==> src/rtl/hex_display_mux.sv <==
// hex_display_mux: 4-digit common-anode 7-segment scanner with per-frame value snapshot and dead time.
// Define HEX_LEADING_ZERO_BLANK_EN to darken leading zero digits (digit 0 is always shown).
module hex_display_mux #(
  parameter int REFRESH_DIV = 100000,
  parameter int BLANK_CYC   = 4
) (
  input  logic        clk,
  input  logic        reset,
  input  logic [15:0] value,
  input  logic [3:0]  dp_en,
  output logic [3:0]  an_n,
  output logic [6:0]  seg_n,
  output logic        dp_n
);

  localparam int TW = $clog2(REFRESH_DIV);
  localparam logic [TW-1:0] TICK_LAST = TW'(REFRESH_DIV - 1);
  localparam logic [TW-1:0] TICK_LIT  = TW'(BLANK_CYC);

  logic [TW-1:0] tick_cnt;
  logic [1:0]    digit;
  logic [15:0]   snap;
  logic [3:0]    nibble;
  logic          lead_zero;
  logic          active;
  logic [3:0]    an_d;
  logic [6:0]    seg_d;
  logic          dp_d;

  function automatic logic [6:0] decode(input logic [3:0] n);
    logic [6:0] s;
    case (n)
      4'h0: s = 7'h40;
      4'h1: s = 7'h79;
      4'h2: s = 7'h24;
      4'h3: s = 7'h30;
      4'h4: s = 7'h19;
      4'h5: s = 7'h12;
      4'h6: s = 7'h02;
      4'h7: s = 7'h78;
      4'h8: s = 7'h00;
      4'h9: s = 7'h10;
      4'hA: s = 7'h08;
      4'hB: s = 7'h03;
      4'hC: s = 7'h46;
      4'hD: s = 7'h21;
      4'hE: s = 7'h06;
      default: s = 7'h0E;
    endcase
    return s;
  endfunction

  assign nibble = snap[{digit, 2'b00} +: 4];

`ifdef HEX_LEADING_ZERO_BLANK_EN
  always_comb begin
    case (digit)
      2'd3:    lead_zero = (snap[15:12] == '0);
      2'd2:    lead_zero = (snap[15:8]  == '0);
      2'd1:    lead_zero = (snap[15:4]  == '0);
      default: lead_zero = 1'b0;
    endcase
  end
`else
  assign lead_zero = 1'b0;
`endif

  always_comb begin
    active = (tick_cnt >= TICK_LIT) && !lead_zero;
    an_d   = '1;
    seg_d  = '1;
    dp_d   = 1'b1;
    if (active) begin
      an_d  = ~(4'b0001 << digit);
      seg_d = decode(nibble);
      dp_d  = ~dp_en[digit];
    end
  end

  // Snapshot is taken on the last cycle of slot 3 so the next frame starts on a fresh, stable value.
  always_ff @(posedge clk) begin
    if (reset) begin
      tick_cnt <= '0;
      digit    <= '0;
      snap     <= '0;
      an_n     <= '1;
      seg_n    <= '1;
      dp_n     <= 1'b1;
    end else begin
      if (tick_cnt == TICK_LAST) begin
        tick_cnt <= '0;
        digit    <= digit + 2'd1;
        if (digit == 2'd3) snap <= value;
      end else begin
        tick_cnt <= tick_cnt + TW'(1);
      end
      an_n  <= an_d;
      seg_n <= seg_d;
      dp_n  <= dp_d;
    end
  end

endmodule
==> config.mk <==
export PLATFORM = sky130hd
export DESIGN_NAME = hex_display_mux
export DESIGN_NICKNAME = d
export VERILOG_FILES = /design/src/rtl/hex_display_mux.sv
export SDC_FILE = /design/constraint.sdc
export NUM_CORES = 1
export LEC_CHECK = 0
export ABC_CLOCK_PERIOD_IN_PS = 5610
export BUFFER_PORTS_ARGS = -buffer_cell sky130_fd_sc_hd__buf_2
export CORE_UTILIZATION = 52
export CTS_BUF_LIST = sky130_fd_sc_hd__clkbuf_2 sky130_fd_sc_hd__clkbuf_4 sky130_fd_sc_hd__clkbuf_8
export CTS_CLUSTER_SIZE = 24
export DETAILED_ROUTE_END_ITERATION = 10
export PLACE_DENSITY = 0.83
export REMOVE_ABC_BUFFERS = 1
export SKIP_CTS_REPAIR_TIMING = 1
export SYNTH_ARGS = -nofsm -noshare
export SYNTH_HDL_FRONTEND = slang
export SYNTH_SLANG_ARGS = --single-unit
==> constraint.sdc <==
create_clock -name clk -period 5.61 [get_ports clk]
set_input_delay 1.683 -clock clk [delete_from_list [all_inputs] [get_ports clk]]
set_output_delay 1.683 -clock clk [all_outputs]
set_load 0.05 [all_outputs]
# --- Word-level counts from Yosys, hierarchy flattened ---
# Memories as Yosys holds them, arrays and structs flattened. A register that Yosys moved wholly into a read port is not among the register bits.
# Index checks and enable logic that the tools add are counted.
word_totals:
  ff_bits: 40
  mem_bits_ro: 112
  mem_count: 1
  inputBits: 22
  elab_cells: 22
  out_inout_bits: 12
memory_table:
  columns: ["name", "words", "width", "read_ports", "rd_ports_with_merged_regs", "write_ports", "line_no", "text"]
  rows:
  - ["(name not given)", 16, 7, 1, 1, 0, "32", "case (n)"]
classes:
  shift: 2
  n_addsub: 2
  mux: 2
  reduce_logical: 3
  n_lt_le_gt_ge: 2
  bitwise: 3
  eq_ne: 2
op_table:
  columns: ["op", "count"]
  rows:
  - ["17-bit by 1-bit adder with 17-bit output (second input constant)", 1]
  - ["17-bit == test (second input constant)", 1]
  - ["17-bit by 3-bit greater-or-equal comparator with 1-bit output (second input constant)", 1]
  - ["16-bit by 5-bit variable part select with 4-bit output", 1]
  - ["4-bit NOT", 1]
  - ["2-bit OR reduction", 2]
  - ["1-bit by 2-bit left shift with 4-bit output (first input constant)", 1]
  - ["2-bit by 3-bit < comparator with 1-bit output (second input constant)", 1]
  - ["2-bit by 1-bit adder with 2-bit output (second input constant)", 1]
  - ["1-bit binary-select mux with 2-bit select", 1]
  - ["2-bit == test (second input constant)", 1]
  - ["1-bit NOT", 2]
  - ["2-bit AND reduction", 1]
  - ["1-bit 2-to-1 mux", 1]

# --- Depth between registers and ports, before layout ---
# Gate-level depths: netlist (run 1).
depth:
  ltp_word: 3
  mapped_depth: 8

# --- Least setup slack after synthesis (run 1) ---
# OpenSTA, ideal clock, no wires.
synth_timing:
  path_kind: "input to register"
  startpoint: "in reset"
  endpoint: "reg tick_cnt[2]"
  t_arrival_ns: 2.296
  setup_time_ns: 0.128
  required_time_ns: 5.482
  path_buffers: 2
  path_slack_ns: 3.186
  path_stages: 3
  cell_sequence: "clkbuf_1 buf_1 nor2_1"
synth_via:
  elab_chain_len: 1
synth_rtl:
  columns: ["element", "line_no", "text"]
  rows:
  - ["start, declared", "8", "input logic reset,"]
  - ["2-bit OR reduction (no line)", null, null]
  - ["end signal, assigned", "95", "tick_cnt <= tick_cnt + TW'(1);"]
  - ["end, declared", "20", "logic [TW-1:0] tick_cnt;"]
# Every way passes these cells.
# A chain may end at the register's enable or synchronous reset.

# --- Worst setup path after layout (run 1) ---
layout_timing:
  startpoint: "in reset"
  endpoint: "reg seg_n[1]"
layout_via:
  elab_chain_len: 1
layout_rtl:
  columns: ["element", "line_no", "text"]
  rows:
  - ["2-bit OR reduction (no line)", null, null]
  - ["end, declared", "12", "output logic [6:0] seg_n,"]
# Every way passes these cells.

==> results.py, run 1 <==
metrics = {
    "timing": {
        "setup_viol": 0,
        "fin_worst_skew_ns": 0.0101,
        "fmax_mhz": 348,
        "hold_viol": 0,
        "worst_pin_slew_ns": 1.10,
        "min_period_ns": 2.88,
        "maxSlewViolCount": 0,
        "relSlewSlack_pct": 26.0,
        "finalCritPeriodShare_pct": 51.3,
        "fin_setup_tns_ns": 0,
        "grt_setup_unrepaired": "false",
        "hold_ws_ns": 0.472,
    },
    "synth": {
        "yosysTopAreaCell": "dfxtp_1",
        "syn_area_per_cell_sq_um": 9.06,
        "async_flop_share_pct": 0,
        "ys_ff_latch": 47,
        "yosys.area_share.simple_pct": 20.8,
        "synth-xor-area-share_pct": 4.81,
        "syn_inst": 261,
        "synth_area_sq_um": 2360,
        "synth_top_area_share_pct": 39.8,
        "synth_cell_type_count": 46,
        "synth_top_family_by_area": "simple AND/OR/NAND/NOR gates",
        "synth_commonest_cells": "dfxtp_1 (47), a21oi_1 (23), nand4_1 (23), o31ai_1 (19), nand2_1 (17)",
        "synth_adder_area_share_pct": 6.35,
        "synth-compound-area-share_pct": 15.3,
        "ys_warn_count": 0,
        "yosys_most_used_dff": "dfxtp_1",
        "ys_top_cells_by_area": "dfxtp_1 (40%), ha_1 (6.3%), nand4_1 (6.1%)",
        "synth_edf_count": 0,
        "synth-seq-area-share_pct": 39.8,
        "yosysMostFrequentCell": "dfxtp_1",
        "yosys-mux-area-fraction_pct": 6.93,
    },
    "power_and_ir_drop": {
        "power_density_nw_per_um2": 230,
        "vdd_drop_max_uv": 135,
        "p_seq_share_pct": 57.2,
        "swShare_pct": 22.0,
        "leakage_nw": 0.863,
        "p_sw_mw": 0.131,
        "comb_power_share_pct": 4.9,
        "clkPwrFrac_pct": 37.9,
        "p_int_mw": 0.465,
    },
    "routing": {
        "drc": 0,
        "ant_nets": 0,
        "vias_per_cell": 5.94,
        "first_pass_iters": 4,
        "drt_iter0_drc": 112,
        "post_drt_wl_per_cell_microns": 15.0,
        "wirelength_microns": 4980,
        "num_vias": 1971,
    },
    "worst_hold_path": {
        "worstHoldStart": "snap[9]$_SDFFE_PP0P_",
        "min_path_type": "reg -> reg",
    },
    "cts": {
        "cts_htree_levels": 2,
        "cts_buffers": 5,
        "clkSlewWorstSetupHoldPaths_ns": 0.09,
        "clock_sinks": 47,
        "clockRootBuffer": "clkbuf_8",
        "cts_tree": "done",
        "worstSkewPairLatency_ns": 0.30,
        "cts_max_path_buffers": 2,
    },
    "setup_path": {
        "path_class": "in -> reg",
        "startpoint": "reset",
        "r2r-start": "tick_cnt[0]$_SDFF_PP0_",
        "crit_path_max_fanout": 21,
        "arrival_ns": 2.98,
        "cp-end-kind": "flop",
        "startpoint_type": "input port",
        "required_ns": 5.71,
    },
    "grt": {
        "grt_pass1_vias": 1778,
        "gr-total-overflow": 0,
        "grt_usage_pct": 21.0,
        "grt_pass1_wl_microns": 8250,
        "antenna_found_initial": 0,
        "grt_max_degree": 22,
    },
    "die": {
        "die_y_microns": 69.4,
        "die_area_sq_um": 4820,
        "fp.coreArea_sq_um": 4350,
        "die_x_microns": 69.4,
        "num_rows": 24,
        "start_util_pct": 54.3,
        "ioPinCount": 34,
    },
    "placement": {
        "portBuffers": 33,
        "gp_congestion": 0.806,
        "hpwl_microns": 3350,
    },
    "finish": {
        "drive_above_1_share_pct": 20.0,
        "diodes": 0,
        "n_fill_cell": 395,
        "final_nets": 313,
        "area_growth_pct": 9.52,
        "seqCellArea_sq_um": 941,
        "multi_input_area_sq_um": 1280,
    },
    "outcome": {
        "outcome": "complete, no violations",
    },
    "job": {
        "max_cap_viol_count": 0,
    },
}
## critical path: stages
cell	delay, ns
buf_2	0.23
a31oi_1	0.80
o211ai_1	0.26
## per-layer routing
metal  share of wire [%]  vias to the layer above  track usage (%)
met5                   0                        -                0
met4                 1.3                        0             5.90
met3                 3.7                        9             3.78
met2                  51                       40             37.1
met1                  44                      940             26.1
li1                    -                      982                -
## flip-flops by register name, summed over array words and instances (netlist names)
| signal | flops |
|---|---|
| snap | 16 |
| tick_cnt | 17 |
| seg_n | 7 |
| digit | 2 |
| dp_n | 1 |
| an_n | 4 |
## layout by cell type (no fill, tap or decap), types with 7 or more instances in the layout
master,instances
a21oi_1,23
nand3_1,8
ha_1,12
nor2_1,14
dfxtp_1,47
clkbuf_8,7
nand2_1,17
inv_1,9
nand4_1,23
o31ai_1,19
buf_2,33
xor2_1,9
## layout make-up
| class | count | share of cell area (%) |
|---|---|---|
| inverters | 9 | 1.30 |
| repair buffers | 33 | 6.38 |
| clock buffers | 8 | 4.01 |
| flip-flops and latches | 47 | 36.3 |
| well taps | 52 | 2.51 |
| multi-input cells | 183 | 49.5 |
## through the flow
stage / setup WS (ns) / cells / instance area (sq um) / power [mW] / utilization (%)
2_1_floorplan: 3.04 / 239 / 2260 / 0.364 / -
3_3_place_gp: 2.54 / 324 / 2490 / 0.378 / 57.1
3_5_place_dp: 2.47 / 324 / 2490 / 0.378 / 57.1
4_1_cts: 2.76 / 332 / 2590 / 0.600 / 59.5
5_1_grt: 2.67 / 332 / 2590 / 0.615 / 59.5
6_report: 2.73 / 332 / 2590 / 0.596 / 59.5
## cells by family (layout without fill, tap and decap cells)
group / Yosys count / in the layout
and+or+nand+nor: 90 / 90
AOI/OAI and AO/OA: 58 / 58
DFF: 47 / 47
buffers and inverters: 31 / 50
xor gates and xnor gates: 13 / 13
adders and majority gates: 12 / 12
muxes: 10 / 10
## worst paths after layout
path / end / slack [ns] / cells past startpoint
setup reg to reg: tick_cnt[7]$_SDFF_PP0_ / 3.11 / 5
hold reg to reg: snap[9]$_SDFFE_PP0P_ / 0.47 / 2
setup / recovery: seg_n[1]$_SDFF_PP1_ / 2.73 / 3
hold / removal: snap[9]$_SDFFE_PP0P_ / 0.47 / 2
## power by group through the flow
stage	Sequential, mW	Clock [mW]	Combinational (mW)
floorplan	0.356	0	0.00812
global placement	0.349	0	0.0290
detailed placement	0.349	0	0.0295
CTS	0.341	0.230	0.0296
global route	0.341	0.242	0.0317
finish	0.341	0.226	0.0295
Note: power is estimated with default switching activity, not from simulation.
==> run 2: changes to the inputs <==
--- a/config.mk
+++ b/config.mk
@@ -5,13 +5,13 @@
 export SDC_FILE = /design/constraint.sdc
 export NUM_CORES = 1
 export LEC_CHECK = 0
-export ABC_CLOCK_PERIOD_IN_PS = 5610
+export ABC_CLOCK_PERIOD_IN_PS = 2600
 export BUFFER_PORTS_ARGS = -buffer_cell sky130_fd_sc_hd__buf_2
 export CORE_UTILIZATION = 52
 export CTS_BUF_LIST = sky130_fd_sc_hd__clkbuf_2 sky130_fd_sc_hd__clkbuf_4 sky130_fd_sc_hd__clkbuf_8
 export CTS_CLUSTER_SIZE = 24
 export DETAILED_ROUTE_END_ITERATION = 10
-export PLACE_DENSITY = 0.83
+export PLACE_DENSITY = 0.85
 export REMOVE_ABC_BUFFERS = 1
 export SKIP_CTS_REPAIR_TIMING = 1
 export SYNTH_ARGS = -nofsm -noshare
==> constraint.sdc (replaced) <==
create_clock -name clk -period 2.6 [get_ports clk]
set_input_delay 0.78 -clock clk [delete_from_list [all_inputs] [get_ports clk]]
set_output_delay 0.78 -clock clk [all_outputs]
set_load 0.05 [all_outputs]
==> results.py, run 2 (synthesis gave the netlist of run 1 again) <==
metrics = {
    "timing": {
        "hold_viol": 0,
        "worst_pin_slew_ns": 0.620,
        "grt_setup_unrepaired": "false",
        "min_period_ns": 2.11,
        "setup_viol": 0,
        "fin_setup_tns_ns": 0,
        "maxSlewViolCount": 0,
        "relSlewSlack_pct": 58.7,
        "finalCritPeriodShare_pct": 81.3,
        "fin_worst_skew_ns": 0.00723,
        "fmax_mhz": 473,
    },
    "routing": {
        "post_drt_wl_per_cell_microns": 14.7,
        "drt_iter0_drc": 125,
        "num_vias": 1989,
        "vias_per_cell": 5.87,
        "ant_nets": 0,
        "drc": 0,
        "first_pass_iters": 4,
        "wirelength_microns": 4970,
    },
    "finish": {
        "regMostFlops": "tick_cnt",
        "final_cell_area_sq_um": 2620,
        "final_cell_mix": "dfxtp_1 (47), buf_2 (33), nand4_1 (23), a21oi_1 (23), o31ai_1 (19)",
        "largestRegisters": "tick_cnt: 17 flops, snap: 16 flops, seg_n: 7 flops",
        "drive_above_1_share_pct": 22.0,
        "final_common_cell": "dfxtp_1",
        "multi_input_area_sq_um": 1280,
        "area_growth_pct": 10.9,
        "final_nets": 320,
        "diodes": 0,
        "largest_reg_flops": 17,
        "seqCellArea_sq_um": 941,
        "n_fill_cell": 371,
        "final_cell_count_no_fill": 339,
    },
    "setup_path": {
        "slowest_delay_ns": 0.60,
        "path_cells": "ha_1 -> nand4_1 -> or3_1 -> o31ai_1 -> a21oi_1",
        "cp_slowest_cell": "or3_1",
        "path_class": "reg -> reg",
        "arrival_ns": 2.29,
        "startpoint_type": "flop",
        "cp-end-kind": "flop",
        "required_ns": 2.78,
        "crit_path_max_fanout": 18,
    },
    "cts": {
        "cts_htree_levels": 2,
        "cts_max_path_buffers": 2,
        "clockRootBuffer": "clkbuf_8",
        "cts_tree": "done",
        "worstSkewPairLatency_ns": 0.30,
        "cts_buffers": 5,
        "clkSlewWorstSetupHoldPaths_ns": 0.09,
        "clock_sinks": 47,
    },
    "placement": {
        "dp_cells": 331,
        "hpwl_microns": 3480,
        "gp_congestion": 0.822,
        "portBuffers": 33,
        "placed_area_sq_um": 2540,
    },
    "worst_hold_path": {
        "min_path_type": "reg -> reg",
    },
    "die": {
        "die_area_sq_um": 4820,
        "die_x_microns": 69.4,
        "fp.coreArea_sq_um": 4350,
        "ioPinCount": 34,
        "start_util_pct": 54.3,
        "die_y_microns": 69.4,
        "num_rows": 24,
    },
    "grt": {
        "grt_pass1_wl_microns": 8250,
        "gr-total-overflow": 0,
        "grt_usage_pct": 21.4,
        "grt_max_degree": 22,
        "grt_pass1_vias": 1811,
        "antenna_found_initial": 0,
    },
    "power_and_ir_drop": {
        "leakage_nw": 0.893,
        "vdd_drop_max_uv": 330,
        "power_density_nw_per_um2": 467,
        "total_power_mw": 1.22,
    },
    "outcome": {
        "outcome": "complete, no violations",
    },
    "job": {
        "max_cap_viol_count": 0,
    },
}
## run 2: through the flow
step	worst slack, ns	hold slack (ns)	utilization, %
final	0.487	0.470	60.2
after global routing	0.328	0.495	60.2
after CTS	0.493	0.475	60.2
after detailed placement	0.516	0.465	58.3
after global placement	0.567	0.453	58.3
after floorplan	0.442	0.435	-
## run 2: worst paths after layout
kind	start	end	slack, ns	cells past startpoint
worst max-delay path	tick_cnt[0]$_SDFF_PP0_	snap[3]$_SDFFE_PP0P_	0.49	5
worst min-delay path	snap[0]$_SDFFE_PP0P_	snap[0]$_SDFFE_PP0P_	0.47	2
worst max register to register	tick_cnt[0]$_SDFF_PP0_	snap[3]$_SDFFE_PP0P_	0.49	5
worst min register to register	snap[0]$_SDFFE_PP0P_	snap[0]$_SDFFE_PP0P_	0.47	2
## run 2: routing by layer
metal / routed length [microns] / up-vias / track usage [%]
met4: 99 / 0 / 7.03
li1: - / 997 / -
met2: 2470 / 54 / 38.1
met5: 0 / - / 0
met1: 2190 / 927 / 24.6
met3: 214 / 11 / 6.10
## run 2: layout make-up
class                      count  area share [%]
multi-input combinational    183            48.9
inverter                       9            1.29
timing repair buffer          40            8.30
sequential                    47            35.9
clock inverter                 3           0.573
tap                           52            2.48
clock buffer                   5            2.62
## run 2: worst max-delay path: cells and delay by family (launching register included)
family | cells | cell delay (ns)
AND/OR/NAND/NOR | 2 | 0.75
AO/OA/AOI/OAI | 2 | 0.46
flip-flops | 1 | 0.44
adder cells (fa/ha/maj) | 1 | 0.33
## run 2: power by group
group	internal, mW	leakage, nW	switching [mW]
Combinational	0.0233	0.465	0.0399
Sequential	0.728	0.380	0.00735
Clock	0.184	0.0477	0.242
==> run 3: changes to the inputs <==
--- a/config.mk
+++ b/config.mk
@@ -5,7 +5,8 @@
 export SDC_FILE = /design/constraint.sdc
 export NUM_CORES = 1
 export LEC_CHECK = 0
-export ABC_CLOCK_PERIOD_IN_PS = 2600
+export ABC_AREA = 1
+export ABC_CLOCK_PERIOD_IN_PS = 1900
 export BUFFER_PORTS_ARGS = -buffer_cell sky130_fd_sc_hd__buf_2
 export CORE_UTILIZATION = 52
 export CTS_BUF_LIST = sky130_fd_sc_hd__clkbuf_2 sky130_fd_sc_hd__clkbuf_4 sky130_fd_sc_hd__clkbuf_8
==> constraint.sdc (replaced) <==
create_clock -name clk -period 1.9 [get_ports clk]
set_input_delay 0.57 -clock clk [delete_from_list [all_inputs] [get_ports clk]]
set_output_delay 0.57 -clock clk [all_outputs]
set_load 0.05 [all_outputs]
==> results.py, run 3 <==
metrics = {
    "outcome": {
        "outcome": "finished with violations",
        "violations": "design-rule violations",
    },
    "timing": {
        "grt_setup_unrepaired": "false",
        "hold_viol": 0,
        "min_period_ns": 1.75,
        "setup_viol": 0,
        "relSlewSlack_pct": 72.9,
        "fin_worst_skew_ns": 0.0135,
        "fin_setup_tns_ns": 0,
        "maxSlewViolCount": 0,
        "fmax_mhz": 570,
        "finalWorstSetupSlack_ns": 0.146,
        "worst_pin_slew_ns": 0.404,
        "finalCritPeriodShare_pct": 92.3,
    },
    "synth": {
        "synth_cell_type_count": 23,
        "yosys-mux-area-fraction_pct": 0,
        "ys_warn_count": 0,
        "synth_commonest_cells": "nand2_1 (110), nor2_1 (60), inv_1 (50), dfxtp_1 (47), nand3_1 (31)",
        "async_flop_share_pct": 0,
        "synth_edf_count": 0,
        "yosys_most_used_dff": "dfxtp_1",
        "synth-xor-area-share_pct": 1.79,
        "ys_ff_latch": 47,
        "synth_top_area_share_pct": 38.5,
        "synth-seq-area-share_pct": 38.5,
        "synth_adder_area_share_pct": 6.14,
        "synth_top_family_by_area": "simple AND/OR/NAND/NOR gates",
        "yosys.area_share.simple_pct": 40.2,
        "synth_area_sq_um": 2440,
        "yosysTopAreaCell": "dfxtp_1",
        "yosysMostFrequentCell": "nand2_1",
        "syn_area_per_cell_sq_um": 6.69,
        "synth-compound-area-share_pct": 2.92,
        "ys_top_cells_by_area": "dfxtp_1 (39%), nand2_1 (17%), nor2_1 (9.2%)",
        "syn_inst": 365,
    },
    "worst_hold_path": {
        "whs_path_depth": 2,
        "min_to": "tick_cnt[10]$_SDFF_PP0_",
        "worstHoldStart": "tick_cnt[10]$_SDFF_PP0_",
        "min_path_type": "reg -> reg",
    },
    "die": {
        "die_x_microns": 70.6,
        "num_rows": 24,
        "fp.coreArea_sq_um": 4440,
        "start_util_pct": 55.0,
        "ioPinCount": 34,
        "die_area_sq_um": 4980,
        "die_y_microns": 70.6,
    },
    "power_and_ir_drop": {
        "vdd_drop_max_uv": 353,
        "power_density_nw_per_um2": 611,
        "leakage_nw": 1.36,
        "total_power_mw": 1.69,
    },
    "setup_path": {
        "cp_num_buf_inv": 2,
        "cp-end-kind": "flop",
        "slowest_delay_ns": 0.39,
        "crit_family": "simple AND/OR/NAND/NOR gates",
        "rrSetupSlack_ns": 0.15,
        "startpoint_type": "flop",
        "crit_path_max_fanout": 17,
        "arrival_ns": 1.95,
        "required_ns": 2.10,
        "r2r-end": "tick_cnt[13]$_SDFF_PP0_",
        "path_class": "reg -> reg",
        "r2r-start": "tick_cnt[0]$_SDFF_PP0_",
        "path_cells": "ha_1 -> nand3_2 -> nor2_4 -> nand3_2 -> nand2_2 -> inv_1 -> nand2_1 -> inv_1",
        "cp_slowest_cell": "dfxtp_1",
        "reg2regPathDepth": 8,
    },
    "finish": {
        "drive_above_1_share_pct": 14.4,
        "finish.utilization_pct": 62.1,
        "final_nets": 436,
        "final_cell_mix": "nand2_1 (110), nor2_1 (60), inv_1 (50), dfxtp_1 (47), buf_2 (33)",
        "diodes": 0,
        "largestRegisters": "tick_cnt: 17 flops, snap: 16 flops, seg_n: 7 flops",
        "area_growth_pct": 13.0,
        "final_common_cell": "nand2_1",
        "largest_reg_flops": 17,
        "final_cell_area_sq_um": 2760,
        "regMostFlops": "tick_cnt",
    },
    "cts": {
        "cts_max_path_buffers": 2,
        "clkSlewWorstSetupHoldPaths_ns": 0.08,
        "clock_sinks": 47,
        "clockRootBuffer": "clkbuf_8",
        "cts_htree_levels": 2,
        "cts_buffers": 5,
        "worstSkewPairLatency_ns": 0.30,
        "cts_tree": "done",
    },
    "routing": {
        "drc": 2,
        "wirelength_microns": 5090,
        "vias_per_cell": 5.01,
        "drt_iter0_drc": 160,
        "num_vias": 2276,
        "ant_nets": 0,
        "post_drt_wl_per_cell_microns": 11.2,
        "first_pass_iters": 8,
    },
    "grt": {
        "grt_pass1_vias": 1994,
        "antenna_found_initial": 0,
        "grt_max_degree": 33,
        "grt_usage_pct": 21.3,
        "grt_pass1_wl_microns": 8480,
        "gr-total-overflow": 0,
    },
    "placement": {
        "portBuffers": 33,
        "placed_area_sq_um": 2650,
        "post-place-ws_ns": 0.152,
        "gp_congestion": 0.878,
        "hpwl_microns": 3510,
    },
    "job": {
        "max_cap_viol_count": 0,
    },
}
==> run 3: changes by cell type in the layout (fill, tap and decap cells not counted), moves of 18 or more <==
cell	change
a21oi_1	-18
nand3_1	+23
inv_1	+41
o31ai_1	-19
nor2_1	+46
nand2_1	+93
==> run 3: kinds of logic after synthesis <==
| kind of cell | Yosys count |
|---|---|
| buffers and inverters | 61 |
| adder cells (fa/ha/maj) | 12 |
| AND/OR/NAND/NOR | 226 |
| flip-flops | 47 |
| XOR/XNOR | 5 |
| AO/OA/AOI/OAI | 14 |
==> run 3: how the worst max path moves through the flow <==
| stage | slack (ns) | startpoint | cells after the start | to |
|---|---|---|---|---|
| final | 0.15 | tick_cnt[0]$_SDFF_PP0_ | 8 | tick_cnt[13]$_SDFF_PP0_ |
| after global routing | 0.03 | tick_cnt[0]$_SDFF_PP0_ | 8 | tick_cnt[13]$_SDFF_PP0_ |
| after CTS | 0.15 | tick_cnt[0]$_SDFF_PP0_ | 6 | snap[8]$_SDFFE_PP0P_ |
| after detailed placement | 0.15 | tick_cnt[0]$_SDFF_PP0_ | 6 | snap[8]$_SDFFE_PP0P_ |
| after global placement | 0.25 | tick_cnt[0]$_SDFF_PP0_ | 6 | snap[15]$_SDFFE_PP0P_ |
| after floorplan | 0.16 | digit[0]$_SDFFE_PP0P_ | 10 | seg_n[0]$_SDFF_PP1_ |
==> run 3: final cells by class <==
cell class	instances	area, sq um
tap	52	65.1
clock buffer	6	82.6
inverter	52	195
sequential	47	941
timing repair buffer	38	203
clock inverter	1	5.00
multi-input combinational	258	1270
fill	413	1680
==> run 3: routing by layer <==
layer  track usage [%]  share of wire (%)  vias up
met4              7.33                1.7        0
met3              4.84                4.1        8
met5                 0                  0        -
met1              25.8                 45     1025
met2              37.3                 49       50
li1                  -                  -     1193
==> run 3: through the flow <==
stage          instances  hold slack, ns
2_1_floorplan        356           0.430
3_3_place_gp         446           0.445
3_5_place_dp         446           0.468
4_1_cts              453           0.480
5_1_grt              454           0.494
6_report             454           0.480
==> run 3: where the power goes <==
part | total, mW | internal, mW | switching [mW]
combinational | 0.0826 | 0.0292 | 0.0534
sequential | 1.00 | 0.995 | 0.00689
clock | 0.603 | 0.286 | 0.317
==> run 3: tightest hold or removal path: stages (launching register included) <==
cell	delay [ns]
dfxtp_1	0.33
nand2_1	0.06
a21oi_1	0.05
